`src/rtl/riscv_ctrl_pkg.sv`:
```
// ============================================================================
// Module   : riscv_ctrl_pkg
// Brief    : Shared types and encodings for the multi-cycle RISC-V controller.
// Revision : 1.0  initial release
// ============================================================================
`default_nettype none

package riscv_ctrl_pkg;

  typedef enum logic [3:0] {
    FETCH    = 4'd0,
    DECODE   = 4'd1,
    MEMADR   = 4'd2,
    MEMREAD  = 4'd3,
    MEMWB    = 4'd4,
    MEMWRITE = 4'd5,
    EXECUTER = 4'd6,
    EXECUTEI = 4'd7,
    ALUWB    = 4'd8,
    BEQ      = 4'd9,
    JAL      = 4'd10
  } statetype;

  localparam logic [6:0] OP_LW    = 7'b0000011;
  localparam logic [6:0] OP_SW    = 7'b0100011;
  localparam logic [6:0] OP_RTYPE = 7'b0110011;
  localparam logic [6:0] OP_IALU  = 7'b0010011;
  localparam logic [6:0] OP_BEQ   = 7'b1100011;
  localparam logic [6:0] OP_JAL   = 7'b1101111;

  localparam logic [1:0] ALU_AND = 2'b00;
  localparam logic [1:0] ALU_OR  = 2'b01;
  localparam logic [1:0] ALU_ADD = 2'b10;
  localparam logic [1:0] ALU_SUB = 2'b11;

  localparam logic [1:0] ALUOP_ADD   = 2'b00;
  localparam logic [1:0] ALUOP_SUB   = 2'b01;
  localparam logic [1:0] ALUOP_FUNCT = 2'b10;

  localparam logic [1:0] IMM_I = 2'b00;
  localparam logic [1:0] IMM_S = 2'b01;
  localparam logic [1:0] IMM_B = 2'b10;
  localparam logic [1:0] IMM_J = 2'b11;

  function automatic logic [1:0] imm_src(input logic [6:0] op);
    case (op)
      OP_SW:   return IMM_S;
      OP_BEQ:  return IMM_B;
      OP_JAL:  return IMM_J;
      default: return IMM_I;
    endcase
  endfunction

endpackage

`default_nettype wire

```
`src/rtl/alu_decoder.sv`:
```
// ============================================================================
// Module   : alu_decoder
// Brief    : Maps ALUOp plus instruction fields onto the 2-bit ALUControl.
// Revision : 1.0  initial release
// ============================================================================
`default_nettype none

module alu_decoder
  import riscv_ctrl_pkg::*;
(
  input  logic [1:0] alu_op_i,
  input  logic [2:0] funct3_i,
  input  logic       op5_i,
  input  logic       funct7b5_i,
  output logic [1:0] alu_control_o
);

  always_comb begin
    alu_control_o = ALU_ADD;
    case (alu_op_i)
      ALUOP_ADD: alu_control_o = ALU_ADD;
      ALUOP_SUB: alu_control_o = ALU_SUB;
      ALUOP_FUNCT: begin
        case (funct3_i)
          // Only R-type (op[5]=1) can encode sub; I-type bit 30 is immediate.
          3'b000:  alu_control_o = (op5_i & funct7b5_i) ? ALU_SUB : ALU_ADD;
          3'b110:  alu_control_o = ALU_OR;
          3'b111:  alu_control_o = ALU_AND;
          default: alu_control_o = ALU_ADD;
        endcase
      end
      default: alu_control_o = ALU_ADD;
    endcase
  end

endmodule

`default_nettype wire

```
`src/rtl/multicycle_controller.sv`:
```
// ============================================================================
// Module   : multicycle_controller
// Brief    : Main control FSM of the multi-cycle RISC-V core.
// Revision : 1.0  initial release
// ============================================================================
`default_nettype none

module multicycle_controller
  import riscv_ctrl_pkg::*;
(
  input  logic       clk,
  input  logic       reset,
  input  logic [6:0] op,
  input  logic [2:0] funct3,
  input  logic       funct7b5,
  input  logic       Zero,
  output logic       PCWrite,
  output logic       AdrSrc,
  output logic       MemWrite,
  output logic       IRWrite,
  output logic [1:0] ResultSrc,
  output logic [1:0] ALUSrcA,
  output logic [1:0] ALUSrcB,
  output logic [1:0] ImmSrc,
  output logic       RegWrite,
  output logic [1:0] ALUControl
);

  statetype   state_q, state_d;
  logic       w_pc_update;
  logic       w_branch;
  logic [1:0] w_alu_op;

  always_ff @(posedge clk) begin
    if (reset) state_q <= FETCH;
    else       state_q <= state_d;
  end

  always_comb begin
    state_d     = FETCH;
    w_pc_update = 1'b0;
    w_branch    = 1'b0;
    w_alu_op    = ALUOP_ADD;
    AdrSrc      = 1'b0;
    MemWrite    = 1'b0;
    IRWrite     = 1'b0;
    ResultSrc   = 2'b00;
    ALUSrcA     = 2'b00;
    ALUSrcB     = 2'b00;
    RegWrite    = 1'b0;
    case (state_q)
      FETCH: begin
        IRWrite     = 1'b1;
        ALUSrcB     = 2'b10;
        ResultSrc   = 2'b10;
        w_pc_update = 1'b1;
        state_d     = DECODE;
      end
      DECODE: begin
        ALUSrcA = 2'b01;
        ALUSrcB = 2'b01;
        case (op)
          OP_LW, OP_SW: state_d = MEMADR;
          OP_RTYPE:     state_d = EXECUTER;
          OP_IALU:      state_d = EXECUTEI;
          OP_BEQ:       state_d = BEQ;
          OP_JAL:       state_d = JAL;
          default:      state_d = FETCH;
        endcase
      end
      MEMADR: begin
        ALUSrcA = 2'b10;
        ALUSrcB = 2'b01;
        state_d = (op == OP_LW) ? MEMREAD : MEMWRITE;
      end
      MEMREAD: begin
        AdrSrc  = 1'b1;
        state_d = MEMWB;
      end
      MEMWB: begin
        ResultSrc = 2'b01;
        RegWrite  = 1'b1;
      end
      MEMWRITE: begin
        AdrSrc   = 1'b1;
        MemWrite = 1'b1;
      end
      EXECUTER: begin
        ALUSrcA  = 2'b10;
        w_alu_op = ALUOP_FUNCT;
        state_d  = ALUWB;
      end
      EXECUTEI: begin
        ALUSrcA  = 2'b10;
        ALUSrcB  = 2'b01;
        w_alu_op = ALUOP_FUNCT;
        state_d  = ALUWB;
      end
      ALUWB:    RegWrite = 1'b1;
      BEQ: begin
        ALUSrcA  = 2'b10;
        w_alu_op = ALUOP_SUB;
        w_branch = 1'b1;
      end
      JAL: begin
        ALUSrcA     = 2'b01;
        ALUSrcB     = 2'b10;
        w_pc_update = 1'b1;
        state_d     = ALUWB;
      end
      default: state_d = FETCH;
    endcase
  end

  // Branch outcome feeds PCWrite combinationally from the ALU in the same cycle.
  assign PCWrite = w_pc_update | (w_branch & Zero);
  assign ImmSrc  = imm_src(op);

  alu_decoder u_alu_decoder (
    .alu_op_i      (w_alu_op),
    .funct3_i      (funct3),
    .op5_i         (op[5]),
    .funct7b5_i    (funct7b5),
    .alu_control_o (ALUControl)
  );

endmodule

`default_nettype wire
```
`config.mk`:
```
export PLATFORM = sky130hd
export DESIGN_NAME = multicycle_controller
export DESIGN_NICKNAME = d
export VERILOG_FILES = /design/src/rtl/riscv_ctrl_pkg.sv /design/src/rtl/alu_decoder.sv /design/src/rtl/multicycle_controller.sv
export SDC_FILE = /design/constraint.sdc
export NUM_CORES = 1
export LEC_CHECK = 0
export CORE_MARGIN = 2
export CORE_UTILIZATION = 37
export CTS_BUF_LIST = sky130_fd_sc_hd__clkbuf_8 sky130_fd_sc_hd__clkbuf_16
export CTS_CLUSTER_SIZE = 16
export DETAILED_ROUTE_END_ITERATION = 16
export GPL_TIMING_DRIVEN = 0
export PLACE_DENSITY = 0.77
export SYNTH_ARGS = -nofsm -noshare
export SYNTH_HDL_FRONTEND = slang
export SYNTH_SLANG_ARGS = --single-unit
```
`constraint.sdc`:
```
create_clock -name clk -period 2 [get_ports clk]
set_input_delay 0.4 -clock clk [delete_from_list [all_inputs] [get_ports clk]]
set_output_delay 0.4 -clock clk [all_outputs]
set_load 0.02 [all_outputs]
```
==> summary.md <==
| Metric | Value |
|---|---|
| Die Y-Extent | `between 40 and 50 um` |
| Post-CTS clock slew at the launch and capture registers of the worst setup and hold paths | `0.03 ns` |
| Number of inserted filler cells in the final layout | `85` |
| Count of mapped cells out of synthesis | `between 70 and 80` |
| Pre-antenna DRT Iters | `4` |
| Post-synth design cell area | `536.8 um2` |
| Total of warnings raised by yosys | `0` |
| Fraction of the cycle the final worst path needs | `103.3%` |
| Overall die area | `between 1500 and 2000 um2` |
| Minimum setup slack in the final design | `-0.06642 ns` |
| Final-report max-slew violation count | `0` |
| Routed wire length per instance | `15.51 um` |
| Crit path DAT | `roughly 1.7 ns` |
| R2R Path Start | `state_q[0]$_SDFF_PP0_` |
| Hold Buf Count CTS | `0` |
| Run status | `finished, violations left` |
| CTS max path bufs | `2` |
| Remaining design rule violation count | `0` |
| Power Density | `~340 nW/um2` |
| Number of nets at the end of the flow | `around 140` |
| Routed Wire Length | `2094 um` |
| Power consumption | `~0.38 mW` |
| Endpoint type of the worst setup path | `primary output` |
| Antenna Violating Nets Remaining | `0` |
| Flip-flop count of the largest register after layout | `4` |
| # port buffers | `28` |
| Total number of placement rows | `13` |
| Initial antenna violation count | `0` |
| Detail-routed via count per cell | `5.615` |
| TritonCTS clock tree | `yes` |
| Routed wl met2 | `1077 um` |
| Area of placed instances | `approximately 840 um2` |
| Hold Fails Final Rpt | `0` |
| Startpoint of the lowest-slack hold path | `state_q[2]$_SDFF_PP0_` |
| Final critical-path required period | `between 2 and 2.5 ns` |
| Sequential share of the synthesized area | `14.92%` |
| Hold Path End | `state_q[1]$_SDFF_PP0_` |
| Final design utilization | `about 83%` |
| Total area of multi-input combinational cells | `511.7 um2` |
| Category of the most critical setup path | `reg -> out` |
| Maximum number of pins on one net before global-route repair | `11` |
| Via count | `758` |
| Initial cell density of the core | `40.24%` |
| Register with the most flip-flops | `state_q` |
| Placeable core area | `1334 um2` |
| Register bit count reported by yosys | `4` |
| Post-DP HPWL | `~1200 um` |
| Syn Nets | `slightly below 90` |
| Max IR drop VDD | `roughly 0.34 mV` |
| Number of distinct library cell variants in the gate-level netlist after synthesis | `36` |
| Top flip-flop cell by instance count after synthesis | `sky130_fd_sc_hd__dfxtp_1` |
| Required time of the worst setup path | `roughly 1.6 ns` |
| Slew margin rel. | `about four fifths` |
| Number of enable flip-flop cells after synthesis | `0` |
| Die outline width | `about 42 um` |
| Crit-path max FO | `5` |
| Setup TNS | `-0.1073 ns` |
| Max Freq | `483.9 MHz` |
| Fin area | `1111 um2` |
| Inst Count DP | `116` |
| Final weighted congestion of routability-driven global placement | `about 0.78` |
| Number of diodes added for antenna fixing | `0` |
| Worst-margin pin slew | `around 0.28 ns` |
| Violated checks | `negative setup slack` |
| Top-level port count | `29` |
| Fraction of final layout cells with drive strength greater than 1 | `a little over two fifths` |
| Leading registers by flop count | `state_q (4)` |
| Post-Layout Cell Count | `between 100 and 150` |
| GRT overflow | `0` |
| Unrepaired setup endpoints after global routing | `true` |
| Vias in the first global route | `roughly 700` |
| Clock tree sinks | `4` |
| Share of async-settable or async-resettable flops after synthesis | `0%` |
| Root buf cell | `sky130_fd_sc_hd__clkbuf_8` |
| Crit Reg-Reg Endpoint | `state_q[1]$_SDFF_PP0_` |
| Clock latency at the later pin of the worst-skew pair | `0.21 ns` |
| Hold/Removal Path Class | `reg -> reg` |
| Average cell area after synthesis | `7.353 um2` |
| Final Setup Violations | `2` |
| Critical path startpoint category | `flip-flop` |
| Cell depth of the worst min-delay path | `2` |
| Layout overhead on the synthesized area | `107.0%` |
| Setup slack on the worst flop-to-flop path | `~0.44 ns` |
| Leakage | `0.5242 nW` |
| Detailed-routing wirelength on met1 | `about 900 um` |
| Overall routing resource usage | `a little over a fifth` |
| Wire length of the first global-routing pass | `a little under 3000 um` |
| Sequential Area | `approximately 90 um2` |
| Number of clock buffers inserted by TritonCTS | `3` |
| Wire length on met3 | `between 100 and 150 um` |
| First DRT Iteration DRCs | `14` |
| Count of maximum capacitance violations | `0` |
| Max H-tree Level | `1` |
| R2r worst-path depth | `5` |
| Setup clock skew after layout | `0.0005418 ns` |
| DR top layer | `met4` |
[final cells by class]
| cell class | instances | share of cell area (%) |
|---|---|---|
| plain buffers | 5 | 4.730 |
| clock buffers | 3 | 3.716 |
| inverters | 3 | 1.239 |
| multi-input cells | 61 | 46.06 |
| flip-flops and latches | 4 | 8.108 |
| well taps | 15 | 1.689 |
| repair buffers | 44 | 34.46 |
[what timing repair did]
item	4_1_cts	5_1_grt
pin swaps	3	3
setup buffers	11	5
gates resized for setup	59	24
endpoints found under the setup margin	15	7
[where the power goes]
part | total, mW | leakage [nW] | internal, mW | switching (mW)
clock network | 0.170 | 0.0216 | 0.128 | 0.0414
logic | 0.131 | 0.468 | 0.0696 | 0.0610
registers | 0.0821 | 0.0349 | 0.0807 | 0.00133
[cells by family (layout without fill, tap and decap cells)]
kind of cell               count (synthesis)  count (layout)  share of synthesized area (%)
xor gates and xnor gates                   2               2                          3.264
AOI/OAI and AO/OA                         19              19                          28.21
adders and majority gates                  2               2                          4.661
DFF                                        4               4                          14.92
and+or+nand+nor                           38              38                          42.19
buffers and inverters                      8              55                          6.759
[worst max-delay path: stages (launching register included)]
cell and delay, ns:
sky130_fd_sc_hd__dfxtp_2 0.33, sky130_fd_sc_hd__buf_8 0.12, sky130_fd_sc_hd__nor2b_4 0.17, sky130_fd_sc_hd__nand2_4 0.08, sky130_fd_sc_hd__inv_4 0.06, sky130_fd_sc_hd__ha_4 0.20
sky130_fd_sc_hd__buf_6 0.11, sky130_fd_sc_hd__a211o_1 0.24, sky130_fd_sc_hd__buf_6 0.14
[stage by stage]
stage          setup slack, ns  hold slack, ns
6_report              -0.06642          0.6433
2_1_floorplan         0.004419          0.5437
3_3_place_gp           -0.4749          0.6024
5_1_grt                -0.1137          0.6544
4_1_cts               -0.04138          0.6256
3_5_place_dp           -0.5381          0.6086
[synth_stat cells (2+ instances only)]
cell                        number  area, um2
sky130_fd_sc_hd__inv_1           3      11.26
sky130_fd_sc_hd__nor3_1          3      15.01
sky130_fd_sc_hd__nor2b_1         5      31.28
sky130_fd_sc_hd__buf_2           2      10.01
sky130_fd_sc_hd__nand3b_1        2      15.01
sky130_fd_sc_hd__a211o_1         3      26.28
sky130_fd_sc_hd__a211oi_1        3      22.52
sky130_fd_sc_hd__nand2_1         6      22.52
sky130_fd_sc_hd__nor2_1          7      26.28
sky130_fd_sc_hd__ha_1            2      25.02
sky130_fd_sc_hd__a21oi_1         3      15.01
sky130_fd_sc_hd__nor4_1          2      12.51
sky130_fd_sc_hd__nand4bb_1       2      22.52
sky130_fd_sc_hd__nand2b_1        5      31.28
sky130_fd_sc_hd__dfxtp_1         4      80.08
[per-layer routing]
metal  global-route usage (%)  vias up
li1                         -      367
met1                    23.00      359
met2                    40.00       30
met3                    4.741        2
met4                    7.500        0
met5                        0        -
[how the worst max path moves through the flow]
stage | cells after the start | endpoint | slack (ns) | start
4_1_cts | 8 | ALUControl[1] | -0.04 | state_q[3]$_SDFF_PP0_
3_3_place_gp | 6 | ALUControl[0] | -0.47 | state_q[1]$_SDFF_PP0_
6_report | 8 | ALUControl[1] | -0.07 | state_q[3]$_SDFF_PP0_
3_5_place_dp | 9 | ALUControl[0] | -0.54 | state_q[1]$_SDFF_PP0_
2_1_floorplan | 3 | ResultSrc[1] | 0.004 | state_q[2]$_SDFF_PP0_
5_1_grt | 7 | ALUControl[1] | -0.11 | state_q[1]$_SDFF_PP0_
[cells in the final DEF, fill, tap and decap left out, types with 2 or more instances in the layout]
cell,count
sky130_fd_sc_hd__ha_4,2
sky130_fd_sc_hd__nand3b_1,2
sky130_fd_sc_hd__dfxtp_4,2
sky130_fd_sc_hd__clkdlybuf4s50_1,11
sky130_fd_sc_hd__a21oi_2,2
sky130_fd_sc_hd__a21oi_1,2
sky130_fd_sc_hd__buf_4,17
sky130_fd_sc_hd__nor2b_1,2
sky130_fd_sc_hd__buf_2,2
sky130_fd_sc_hd__a211o_1,3
sky130_fd_sc_hd__nand2_1,4
sky130_fd_sc_hd__dlygate4sd2_1,6
sky130_fd_sc_hd__nor2_1,7
sky130_fd_sc_hd__nand2b_1,4
sky130_fd_sc_hd__nor3_1,3
sky130_fd_sc_hd__nor2b_4,3
sky130_fd_sc_hd__dfxtp_2,2
sky130_fd_sc_hd__clkbuf_8,3
sky130_fd_sc_hd__dlymetal6s2s_1,2
sky130_fd_sc_hd__clkbuf_2,2
sky130_fd_sc_hd__dlygate4sd1_1,2
sky130_fd_sc_hd__a211oi_1,3
sky130_fd_sc_hd__buf_6,6
No activity file was read; power rests on OpenSTA's default activity.
==> edit 1 (same flow settings) <==
Re-encode `statetype` (11 states) as Gray code, 4 bits wide.
--- a/src/rtl/riscv_ctrl_pkg.sv
+++ b/src/rtl/riscv_ctrl_pkg.sv
@@ -10,13 +10,13 @@
   typedef enum logic [3:0] {
-    FETCH    = 4'd0,
-    DECODE   = 4'd1,
-    MEMADR   = 4'd2,
-    MEMREAD  = 4'd3,
-    MEMWB    = 4'd4,
-    MEMWRITE = 4'd5,
-    EXECUTER = 4'd6,
-    EXECUTEI = 4'd7,
-    ALUWB    = 4'd8,
-    BEQ      = 4'd9,
-    JAL      = 4'd10
+    FETCH    = 4'b0000,
+    DECODE   = 4'b0001,
+    MEMADR   = 4'b0011,
+    MEMREAD  = 4'b0010,
+    MEMWB    = 4'b0110,
+    MEMWRITE = 4'b0111,
+    EXECUTER = 4'b0101,
+    EXECUTEI = 4'b0100,
+    ALUWB    = 4'b1100,
+    BEQ      = 4'b1101,
+    JAL      = 4'b1111
   } statetype;
Formal check against the unedited RTL: no difference found for any inputs over 10 cycles, from zero or initial values and one cycle with reset high; not proved beyond that.
==> edit 1 against the original RTL <==
- power increased by 8.9%
- area after synthesis increased by 4.7%
- sequential cell count unchanged
- wire length decreased by 21%
- final area decreased by 12%
- cell count decreased by 3.7%
- synthesized cell count increased by 6.8%
- count of clock-buffer cells in the layout unchanged
- worst setup slack improved by 0.082 ns
- combinational power increased by 21%
- sequential power increased by 6.7%
- non-clock buffer count decreased by 10
- first-iteration DRC count decreased by 7.1%
- critical path type unchanged
- largest cell class unchanged
==> edit 1: results (changes against the original RTL) <==
Hold/Removal Path Class -> reg2reg
via count -> 686 (-9.5%)
Mean Syn Cell Area -> 7.20 µm² (-2.0%)
CTS resizes -> 50 (-15%)
slowest CP cell -> dfxtp_2
CP arrival -> 1.58 ns (-0.09 ns)
Reg power frac -> 21.0% (-0.5 points)
CP delay by family, top -> flip-flops
Layout Area Growth over Synthesis -> 74.4%
antenna cells -> 0 (unchanged)
sw frac -> 30.7% (+3.6 points)
M1 WL -> 677 µm (-25%)
vias in the first global route -> 655 (-5.5%)
clock slew at reported path FFs -> 0.03 ns (about the same)
Layout Skew -> 0.00265 ns (+0.00211 ns)
post-synthesis mux area share -> 1.78% (+1.8 points)
met2 Usage GRT -> 35.2% (-4.8 points)
fill count -> 146 (+72%)
sequential cell area -> 87.6 µm² (-2.8%)
setup repair bufs after CTS -> 5 (-6)
LEAKAGE -> 0.439 nW (-16%)
Non-clock buffer share -> 35.8% (-3.4 points)
M3 GR Usage -> 2.98% (-1.8 points)
Slew headroom -> 80.7% (-0.52 points)
net load switching power -> 0.128 mW (+23%)
first-pass GRT wire length -> 2730 µm (-7.0%)
non-clock inverter count -> 6 (+3)
fraction of area in multi-input gates -> 46.7% (+0.68 points)
crit-path max FO -> 10 (+5)
sequential area share after synthesis -> 14.3% (-0.66 points)
Synth Area in Adders -> 4.45% (-0.21 points)
clock tree cell share of total cell area -> 4.21% (+0.50 points)
Met3 Wirelength -> 91 µm (-9.9%)
synth unique cells -> 40 (+11%)
layout cell share with drive strength beyond 1 -> 34.2% (-7.5 points)
Commonest cells post-synth -> nor2_1, inv_1, nand2_1
Synth Area in Compound Gates -> 21.2% (-7.0 points)
final wirelength -> 1660 µm (-21%)
DP Cell Count -> 122 (+5.2%)
Placed Area -> 877 µm² (+4.9%)
drt first-iter violations -> 13 (-1)
routability cong. -> 0.835 (+7.7%)
outcome -> completed
Routed WL per cell -> 12.8 µm (-18%)
GR Util met1 -> 22.1% (-0.89 points)
total track usage -> 19.2% (-2.0 points)
Met2 Wirelength -> 877 µm (-19%)
bufs w/o clock -> 39 (-20%)
XOR/XNOR Fraction of Synth Area -> 4.68% (+1.4 points)
slowest stage delay, CP -> 0.39 ns (+0.06 ns)
TritonRoute pass-1 iters -> 4 (unchanged)
Peak VDD IR -> 0.256 mV (-25%)
largest family of logic cells by synthesized area -> simple AND/OR/NAND/NOR gates
Final Net Count -> 132 (-4.3%)
synthesized net count -> 94 (+5.6%)
multi-input gates -> 62 (+1.6%)
HPWL after detailed placement -> 1180 µm (+2.2%)
largest cells by area after synthesis -> dfxtp_1, nor2_1, clkbuf_8
H-tree depth -> 1 (unchanged)
combinational share of power -> 38.2% (+4.0 points)
## edit 1: cell types whose count changed after synthesis, moves of 3 or more
| cell | change |
|---|---|
| inv_1 | +3 |
| nand2b_1 | -4 |
| o21ai_0 | +3 |
| nor2b_1 | -5 |
| nor2_1 | +3 |
| nand3_1 | +4 |
| o31ai_1 | +3 |
## edit 1: per-stage QoR
step	worst slack [ns]	hold slack, ns
after CTS	-0.0744	0.565
after floorplan	0.0655	0.466
after global placement	-0.621	0.598
after global routing	-0.0346	0.592
final	0.0158	0.573
after detailed placement	-0.599	0.605
## edit 1: path summary, 6_finish.rpt
path	slack, ns	end	from	cells after the start
setup / recovery	0.02	ALUControl[1]	state_q[2]$_SDFF_PP0_	5
hold / removal	0.57	state_q[3]$_SDFF_PP0_	state_q[2]$_SDFF_PP0_	2
setup reg to reg	0.44	state_q[2]$_SDFF_PP0_	state_q[1]$_SDFF_PP0_	6
hold reg to reg	0.57	state_q[3]$_SDFF_PP0_	state_q[2]$_SDFF_PP0_	2
==> edit 2 (same settings) <==
Without the edit above. Register the outputs `PCWrite` and `ImmSrc`, cleared by the reset; this adds one clock of latency there. The other outputs are not delayed to match. Comments in the files are not updated.
--- a/src/rtl/multicycle_controller.sv
+++ b/src/rtl/multicycle_controller.sv
@@ -115,4 +115,11 @@
   // Branch outcome feeds PCWrite combinationally from the ALU in the same cycle.
-  assign PCWrite = w_pc_update | (w_branch & Zero);
-  assign ImmSrc  = imm_src(op);
+  always_ff @(posedge clk) begin
+    if (reset) begin
+      PCWrite <= '0;
+      ImmSrc  <= '0;
+    end else begin
+      PCWrite <= w_pc_update | (w_branch & Zero);
+      ImmSrc  <= imm_src(op);
+    end
+  end
 
Function: changed (a bounded check fails within 4 cycles, from zero or initial values and one cycle with reset high).
==> edit 2 against the original RTL <==
- the run still ends with setup timing left
- area after synthesis rose by 9.6%
- power is 17% higher
- final area decreased by 11%
- wire length fell by 21%
- sequential cell count grew 3
- worst setup slack better by 0.015 ns
- global-route usage is 1.4 points lower
- first-iteration DRC count fell by 29%
- critical path type unchanged
- largest power group unchanged
==> edit 2: results (changes against the original RTL) <==
R2R Setup Slk -> 0.61 ns (+0.17 ns)
Synth Area in Compound Gates -> 16.0% (-12 points)
worst-margin pin slew -> 0.276 ns (-0.00259 ns)
biggest registers after layout -> state_q x4, ImmSrc x2, PCWrite x1
antenna violations before repair -> 0 (unchanged)
slowest stage delay, CP -> 0.30 ns (-0.03 ns)
fill count -> 139 (+64%)
Final TNS setup -> -0.100 ns (+0.00721 ns)
IO Port Bufs -> 28 (unchanged)
synth unique cells -> 39 (+8.3%)
DP Cell Count -> 120 (+3.4%)
YS warnings -> 0 (unchanged)
layout cell share with drive strength beyond 1 -> 24.3% (-17 points)
slowest CP cell -> dfxtp_1
first-pass GRT wire length -> 2850 µm (-3.1%)
XOR/XNOR Fraction of Synth Area -> 5.96% (+2.7 points)
CP delay by family, top -> simple AND/OR/NAND/NOR gates
CTS resizes -> 33 (-44%)
Worst Reg-to-Reg Cells -> 4 (-1)
failing checks -> setup timing
final wirelength -> 1660 µm (-21%)
synthesized net count -> 92 (+3.4%)
CP arrival -> 1.65 ns (-0.02 ns)
Hold/Removal Path Class -> reg2reg
Finish-stage setup viols -> 2 (unchanged)
routability cong. -> 0.862 (+11%)
sequential area share after synthesis -> 23.8% (+8.9 points)
Synth Area in Adders -> 4.26% (-0.41 points)
total track usage -> 19.8% (-1.4 points)
cells after synthesis -> 76 (+4.1%)
outcome -> complete, but fails checks
vias in the first global route -> 718 (+3.6%)
PnR worst setup slack -> -0.0513 ns (+0.0151 ns)
LEAKAGE -> 0.431 nW (-18%)
mean number of vias per cell -> 5.56 (-0.99%)
largest cells by area after synthesis -> dfxtp_1, a21oi_1, inv_1
Peak VDD IR -> 0.233 mV (-31%)
largest family of logic cells by synthesized area -> simple AND/OR/NAND/NOR gates
drt first-iter violations -> 10 (-4)
crit-path max FO -> 8 (+3)
fin cells -> 127 (-5.9%)
HPWL after detailed placement -> 1250 µm (+7.8%)
Layout Skew -> 0.00639 ns (+0.00585 ns)
clock latency on the worst-skew pair -> 0.23 ns (+0.02 ns)
Commonest cells post-synth -> inv_1, dfxtp_1, a21oi_1
P_int -> 0.331 mW (+19%)
setup repair bufs after CTS -> 3 (-8)
==> edit 2: changes by cell type after synthesis, moves of 2 or more <==
| cell | change |
|---|---|
| a211o_1 | -2 |
| a21oi_1 | +3 |
| nand3_1 | +4 |
| nand3b_1 | -2 |
| xnor2_1 | +2 |
| nor2_1 | -4 |
| inv_1 | +5 |
| dfxtp_1 | +3 |
| a211oi_1 | -3 |
| nand4b_1 | +2 |
| nor2b_1 | -3 |
| buf_6 | +2 |
| nand2b_1 | -3 |
==> edit 2: power groups by stage <==
stage / clock [mW] / sequential, mW / combinational (mW)
2_1_floorplan: 0 / 0.150 / 0.0477
3_3_place_gp: 0 / 0.149 / 0.107
3_5_place_dp: 0 / 0.149 / 0.108
4_1_cts: 0.199 / 0.146 / 0.104
5_1_grt: 0.208 / 0.146 / 0.113
6_report: 0.195 / 0.146 / 0.106
==> edit 2: layout make-up <==
| type | count | area, µm² | area share [%] |
|---|---|---|---|
| repair buffers | 32 | 297 | 30.0 |
| well taps | 16 | 20.0 | 2.03 |
| plain buffers | 4 | 37.5 | 3.80 |
| clock buffers | 3 | 41.3 | 4.18 |
| clock inverters | 1 | 3.75 | 0.380 |
| inverters | 8 | 30.0 | 3.04 |
| flip-flops and latches | 7 | 145 | 14.7 |
| multi-input cells | 56 | 413 | 41.8 |
==> edit 2: final timing paths <==
check,startpoint,end
worst max-delay path,state_q[3]$_SDFF_PP0_,ALUControl[0]
worst min-delay path,state_q[0]$_SDFF_PP0_,PCWrite$_SDFF_PP0_
worst max register to register,state_q[3]$_SDFF_PP0_,state_q[3]$_SDFF_PP0_
worst min register to register,state_q[0]$_SDFF_PP0_,PCWrite$_SDFF_PP0_
==> edit 2: cells by family (layout without fill, tap and decap cells) <==
group,count (synthesis),count (layout)
buffers and inverters,13,48
adders and majority gates,2,2
AOI/OAI and AO/OA,14,14
and+or+nand+nor,36,36
xor gates and xnor gates,4,4
DFF,7,7
==> edit 2: through the flow <==
| step | power (mW) | cell area, µm² | hold slack [ns] | setup slack [ns] |
|---|---|---|---|---|
| 3_5_place_dp | 0.257 | 888 | 0.643 | -0.585 |
| 5_1_grt | 0.467 | 987 | 0.677 | -0.103 |
| 6_report | 0.446 | 987 | 0.649 | -0.0513 |
| 2_1_floorplan | 0.198 | 588 | 0.469 | 0.0163 |
| 3_3_place_gp | 0.256 | 888 | 0.640 | -0.562 |
| 4_1_cts | 0.449 | 975 | 0.651 | -0.0535 |
==> edit 2: metal layers <==
layer	up-vias	part of all wire [%]	global-route usage, %
met1	315	41	22.0
met3	8	9.3	3.33
met4	0	3.3	13.9
met5	-	0	0
met2	41	47	33.8
li1	342	-	-
